`config.mk`:
```
export PLATFORM = sky130hd
export DESIGN_NAME = sum_drain
export DESIGN_NICKNAME = d
export VERILOG_FILES = /design/src/rtl/sum_drain.sv
export SDC_FILE = /design/constraint.sdc
export NUM_CORES = 1
export LEC_CHECK = 0
export BUFFER_PORTS_ARGS = -buffer_cell sky130_fd_sc_hd__buf_2
export CAP_MARGIN = 5
export CORE_MARGIN = 5
export CORE_UTILIZATION = 55
export CTS_BUF_LIST = sky130_fd_sc_hd__clkbuf_4
export DETAILED_ROUTE_END_ITERATION = 8
export PLACE_DENSITY = 0.87
export SETUP_SLACK_MARGIN = 0.4
export SYNTH_ARGS = -nofsm -noshare
export SYNTH_HDL_FRONTEND = slang
export SYNTH_SLANG_ARGS = --single-unit
export TNS_END_PERCENT = 30
```
`constraint.sdc`:
```
create_clock -name clk -period 20.9 [get_ports clk]
set_clock_uncertainty 0.15 [all_clocks]
set_input_delay 2.09 -clock clk [delete_from_list [all_inputs] [get_ports clk]]
set_output_delay 2.09 -clock clk [all_outputs]
set_load 0.01 [all_outputs]
```
`src/rtl/sum_drain.sv`:
```
// Two-deep vector buffer that serializes accumulator lanes into requantized words.
// Optional macro SUM_DRAIN_RELU_EN clamps negative results to zero.
module sum_drain #(
    parameter int BITS          = 16,
    parameter int KERNEL        = 7,
    parameter int FEATURES      = 12,
    parameter int OVERHEAD_BITS = 12,
    parameter int FRAC_SHIFT    = 8
) (
    input  logic clk,
    input  logic rst_n,
    input  logic in_valid,
    output logic in_ready,
    input  logic [(FEATURES-KERNEL+1)*(2*BITS+OVERHEAD_BITS)-1:0] sums,
    output logic [BITS-1:0] out_data,
    output logic out_valid,
    input  logic out_ready,
    output logic out_last,
    output logic out_sat,
    output logic drop_err
);

    localparam int SW = 2*BITS + OVERHEAD_BITS;
    localparam int N  = FEATURES - KERNEL + 1;
    localparam int LW = (N > 1) ? $clog2(N) : 1;
    localparam logic [LW-1:0] LAST = LW'(N-1);

    localparam logic signed [SW:0] RND  = (SW+1)'(1) <<< (FRAC_SHIFT-1);
    localparam logic signed [SW:0] MAXV =
        {{(SW-BITS+2){1'b0}}, {(BITS-1){1'b1}}};
    localparam logic signed [SW:0] MINV =
        {{(SW-BITS+2){1'b1}}, {(BITS-1){1'b0}}};

    typedef enum logic {
        S_IDLE,
        S_STREAM
    } state_t;

    logic [N*SW-1:0] r_buf [2];
    logic            r_wptr;
    logic            r_rptr;
    logic [1:0]      r_count;
    logic [LW-1:0]   r_lane;
    state_t          r_state;

    logic            w_acc;
    logic            w_hs;
    logic            w_wrap;
    logic            w_more;
    logic [N*SW-1:0] w_src_vec;
    logic [LW-1:0]   w_src_idx;
    logic [SW-1:0]   w_lane;

    logic signed [SW:0] w_ext;
    logic signed [SW:0] w_rnd;
    logic signed [SW:0] w_shf;
    logic            w_hi;
    logic            w_lo;
    logic [BITS-1:0] w_clip;
    logic [BITS-1:0] w_q;

    assign in_ready = (r_count != 2'd2);
    assign w_acc    = in_valid && in_ready;
    assign w_hs     = out_valid && out_ready;
    assign w_wrap   = (r_state == S_STREAM) && w_hs && (r_lane == LAST);
    assign w_more   = (r_count == 2'd2) || w_acc;

    // On a final-lane pop the next word comes from the second entry, or
    // straight from the input when that vector is being accepted this edge.
    always_comb begin
        w_src_vec = r_buf[r_rptr];
        w_src_idx = '0;
        if (r_state == S_STREAM) begin
            if (r_lane == LAST) begin
                if (r_count == 2'd2) begin
                    w_src_vec = r_buf[~r_rptr];
                end else begin
                    w_src_vec = sums;
                end
            end else begin
                w_src_idx = r_lane + 1'b1;
            end
        end
    end

    assign w_lane = w_src_vec[32'(w_src_idx)*SW +: SW];

    assign w_ext = {w_lane[SW-1], w_lane};
    assign w_rnd = w_ext + RND;
    assign w_shf = w_rnd >>> FRAC_SHIFT;
    assign w_hi  = (w_shf > MAXV);
    assign w_lo  = (w_shf < MINV);

    always_comb begin
        w_clip = w_shf[BITS-1:0];
        if (w_hi) begin
            w_clip = {1'b0, {(BITS-1){1'b1}}};
        end else if (w_lo) begin
            w_clip = {1'b1, {(BITS-1){1'b0}}};
        end
    end

`ifdef SUM_DRAIN_RELU_EN
    assign w_q = w_clip[BITS-1] ? '0 : w_clip;
`else
    assign w_q = w_clip;
`endif

    always_ff @(posedge clk) begin
        if (w_acc) begin
            r_buf[r_wptr] <= sums;
        end
    end

    always_ff @(posedge clk or negedge rst_n) begin
        if (!rst_n) begin
            r_wptr   <= 1'b0;
            r_rptr   <= 1'b0;
            r_count  <= 2'd0;
            drop_err <= 1'b0;
        end else begin
            if (w_acc) begin
                r_wptr <= ~r_wptr;
            end
            if (w_wrap) begin
                r_rptr <= ~r_rptr;
            end
            r_count <= r_count + {1'b0, w_acc} - {1'b0, w_wrap};
            if (in_valid && !in_ready) begin
                drop_err <= 1'b1;
            end
        end
    end

    always_ff @(posedge clk or negedge rst_n) begin
        if (!rst_n) begin
            r_state   <= S_IDLE;
            r_lane    <= '0;
            out_valid <= 1'b0;
            out_data  <= '0;
            out_last  <= 1'b0;
            out_sat   <= 1'b0;
        end else begin
            unique case (r_state)
                S_IDLE: begin
                    if (r_count != 2'd0) begin
                        r_state   <= S_STREAM;
                        r_lane    <= '0;
                        out_valid <= 1'b1;
                        out_data  <= w_q;
                        out_sat   <= w_hi || w_lo;
                        out_last  <= (w_src_idx == LAST);
                    end
                end
                S_STREAM: begin
                    if (w_hs) begin
                        if (r_lane != LAST) begin
                            r_lane   <= w_src_idx;
                            out_data <= w_q;
                            out_sat  <= w_hi || w_lo;
                            out_last <= (w_src_idx == LAST);
                        end else if (w_more) begin
                            r_lane   <= '0;
                            out_data <= w_q;
                            out_sat  <= w_hi || w_lo;
                            out_last <= (w_src_idx == LAST);
                        end else begin
                            r_state   <= S_IDLE;
                            r_lane    <= '0;
                            out_valid <= 1'b0;
                            out_last  <= 1'b0;
                            out_sat   <= 1'b0;
                        end
                    end
                end
                default: r_state <= S_IDLE;
            endcase
        end
    end

endmodule
```
==> results_dict.tcl <==
set metrics [dict create \
    via_count 17420 \
    hp-class "reg2reg" \
    grt_pass1_wl_um 99670 \
    cts_tree "done" \
    initial_utilization_pct 55.55 \
    crit_family "simple AND/OR/NAND/NOR gates" \
    cp_common_cell "buf_4" \
    antenna_found_initial 32 \
    yosysSeqAreaShare_pct 63.73 \
    drive_gt1_share_pct 25.52 \
    clock-sinks 472 \
    ys_ff_latch 472 \
    io_buffers 246 \
    cts_max_level 3 \
    critical_path_required_ps 21500 \
    p_per_area_nw_per_um2 164.5 \
    synth_ff_type "edfxtp_1" \
    syn_to_final_growth_pct 14.84 \
    netlist.top_cell.by_area "edfxtp_1" \
    slowest_stage "and4b_4" \
    die_x_um 210.1 \
    start_kind "flop" \
    dpl.hpwl_um 43500 \
    cts_buffers 114 \
    netlist_area_um2 22020 \
    p_leak_nw 9.149 \
    arrival_ps 7790 \
    critPathKind "reg2reg" \
    ant_nets 0 \
    ios 289 \
    drv_cap 0 \
    gp_congestion 0.9327 \
    ys_top_cells_by_area "edfxtp_1 61%, mux2i_1 5.0%, dfrtp_1 3.2%" \
    worstPathCellList "buf_4 > and4b_4 > buf_4 > nand2_1 > buf_4 > o221ai_1 > o221ai_1 > a32oi_1 > nor3_1 > nand4_1 > o21ai_0 > a2111o_1 > a22o_1 > nor4_4 > nor3_2 > a221o_1" \
    end_kind "flop" \
    core_area_um2 39640 \
    reg2reg_from "r_state$_DFF_PN0_" \
    min_path_cells 1 \
    r2r-end "out_data[14]$_DFFE_PN0P_" \
    post-route-period-util_pct 34.38 \
    worstMarginPinSlew_ps 1247 \
    fin_nets 2232 \
    syn_nets 1960 \
    slew_violations 0 \
    min_to "drop_err$_DFFE_PN0P_" \
    setup_viol 0 \
    synth.avg_cell_area_um2 13.04 \
    final_hold_viol_count 0 \
    drt-initial-drc-count 2499 \
    worstHoldStart "drop_err$_DFFE_PN0P_" \
    r2r_setup_slack_ps 13710 \
    cp_max_fo 47 \
    clkTransAtPathRegs_ps 70 \
    drc 0 \
    synth_warnings 0 \
    n_fill_cell 2953 \
    synth_common_cells "444 x edfxtp_1, 112 x nor2_1, 111 x mux2i_1" \
    yosysMostFrequentCell "edfxtp_1" \
    min_period_ps 7186 \
    ctsResizeCount 0 \
    die_y_um 210.1 \
    routed_wirelength_um 67690 \
    utilization_pct 63.79 \
    critPathMaxStageDelay_ps 800 \
    grt_overflow 0 \
    cts_hold_buf 0 \
    postSynth.asyncResetShare_pct 5.932 \
    hold_ws_ps 315.0 \
    seqCellArea_um2 14040 \
    cts_setup_buffers 0 \
    maxSlewHeadroom_pct 16.67 \
    synth_edf_count 444 \
    avgRoutedWirePerCell_um 25.99 \
    critPathBufInv 3 \
    reg2regPathDepth 16 \
    synth.distinct_cells 92 \
    ir_worst_vdd_v 0.00009155 \
    setup_tns_ps 0 \
    detail_route.vias_per_cell 6.687 \
    root_buffer "clkbuf_4" \
    rsz0062_at_grt "no" \
    multi_input_area_um2 7442 \
    fmax_mhz 139.2 \
    yosysTopAreaCellShare_pct 60.55 \
    syn-instance-count 1689 \
    first_pass_iters 7 \
    rows 73 \
    track_usage_pct 29.44 \
    status "completed" \
    clk_path_buf_depth 3 \
    clk_latency_ps 920 \
    grt_pass1_vias 16982 \
    die_area_um2 44140 \
    grt_max_degree 78 \
]
==> per-stage QoR <==
stage,power (mW),instances,setup WS [ps],instance area [um2]
2_1_floorplan,2.732,1689,8547,22020
3_3_place_gp,3.249,2370,14100,23690
3_5_place_dp,3.309,2370,13950,23690
4_1_cts,4.096,2578,13930,25220
5_1_grt,4.338,2602,13520,25280
6_report,4.158,2605,13710,25290
==> cells in the final DEF (no fill, tap or decap), types with 27 or more instances in the layout <==
cell      netlist  final
a21oi_1        59     58
a221oi_1       48     48
buf_2          51    246
buf_4           5     37
clkbuf_4        0    169
clkinv_1        0     29
dfrtp_1        28     27
diode_2         0     27
edfxtp_1      444    444
mux2i_1       111    110
nand2_1       103    103
nand3_1        36     36
nor2_1        112    110
nor3_1         45     45
o21ai_0        95     95
o221ai_1       49     49
==> area by class of cell <==
class	instances	share of cell area, %
Sequential cell	472	55.51
Multi-Input combinational cell	1077	29.43
Timing Repair Buffer	283	5.967
Clock buffer	169	5.017
Tap cell	525	2.598
Clock inverter	39	1.014
Antenna cell	27	0.2672
Inverter	13	0.1930
==> cell families (layout without fill, tap and decap cells) <==
family                   count (synthesis)  count (layout)  synth area share, %
adder cells (fa/ha/maj)                  3               3               0.1705
flip-flops                             472             472                63.73
multiplexers                           129             129                6.120
AND/OR/NAND/NOR                        449             449                10.60
AO/OA/AOI/OAI                          467             467                15.43
other                                    0              27                    0
XOR/XNOR                                29              29                1.153
buffers and inverters                  140             504                2.796
==> sequential cells by signal (all words and copies together), names as in the netlist, 2 cells and up <==
name / flops
r_count: 2
r_buf: 444
out_data: 16
r_lane: 3
==> report_power, final <==
group          switching [mW]  total (mW)  internal, mW  leakage (nW)
sequential             0.0815        1.38          1.30          4.45
clock                   0.368       0.786         0.418         0.904
combinational            1.35        1.99         0.643          3.80
total                    1.79        4.16          2.36          9.15
==> worst reg2reg max path: stages, from the launching register on <==
cell,delay (ps)
dfrtp_1,330
buf_4,450
and4b_4,850
buf_4,600
nand2_1,730
buf_4,460
o221ai_1,230
o221ai_1,170
a32oi_1,730
nor3_1,230
nand4_1,400
o21ai_0,180
a2111o_1,410
a22o_1,250
nor4_4,430
nor3_2,160
a221o_1,310
==> metal layers <==
metal  track usage [%]  part of all wire, %
met1             38.13                   36
met2             45.00                   46
met3             8.617                   12
met4             16.31                  5.4
met5                 0                 0.23
==> worst max-delay path by stage <==
stage	startpoint	endpoint	slack (ps)	cells past startpoint
floorplan	in_valid	r_buf[0][100]$_DFFE_PP_	8550	2
global route	r_state$_DFF_PN0_	out_data[11]$_DFFE_PN0P_	13520	16
finish	r_state$_DFF_PN0_	out_data[14]$_DFFE_PN0P_	13710	16
CTS	r_state$_DFF_PN0_	out_data[14]$_DFFE_PN0P_	13930	16
global placement	r_state$_DFF_PN0_	out_data[9]$_DFFE_PN0P_	14100	16
detailed placement	r_state$_DFF_PN0_	out_data[9]$_DFFE_PN0P_	13950	16
Power figures use the tool's default switching activity.
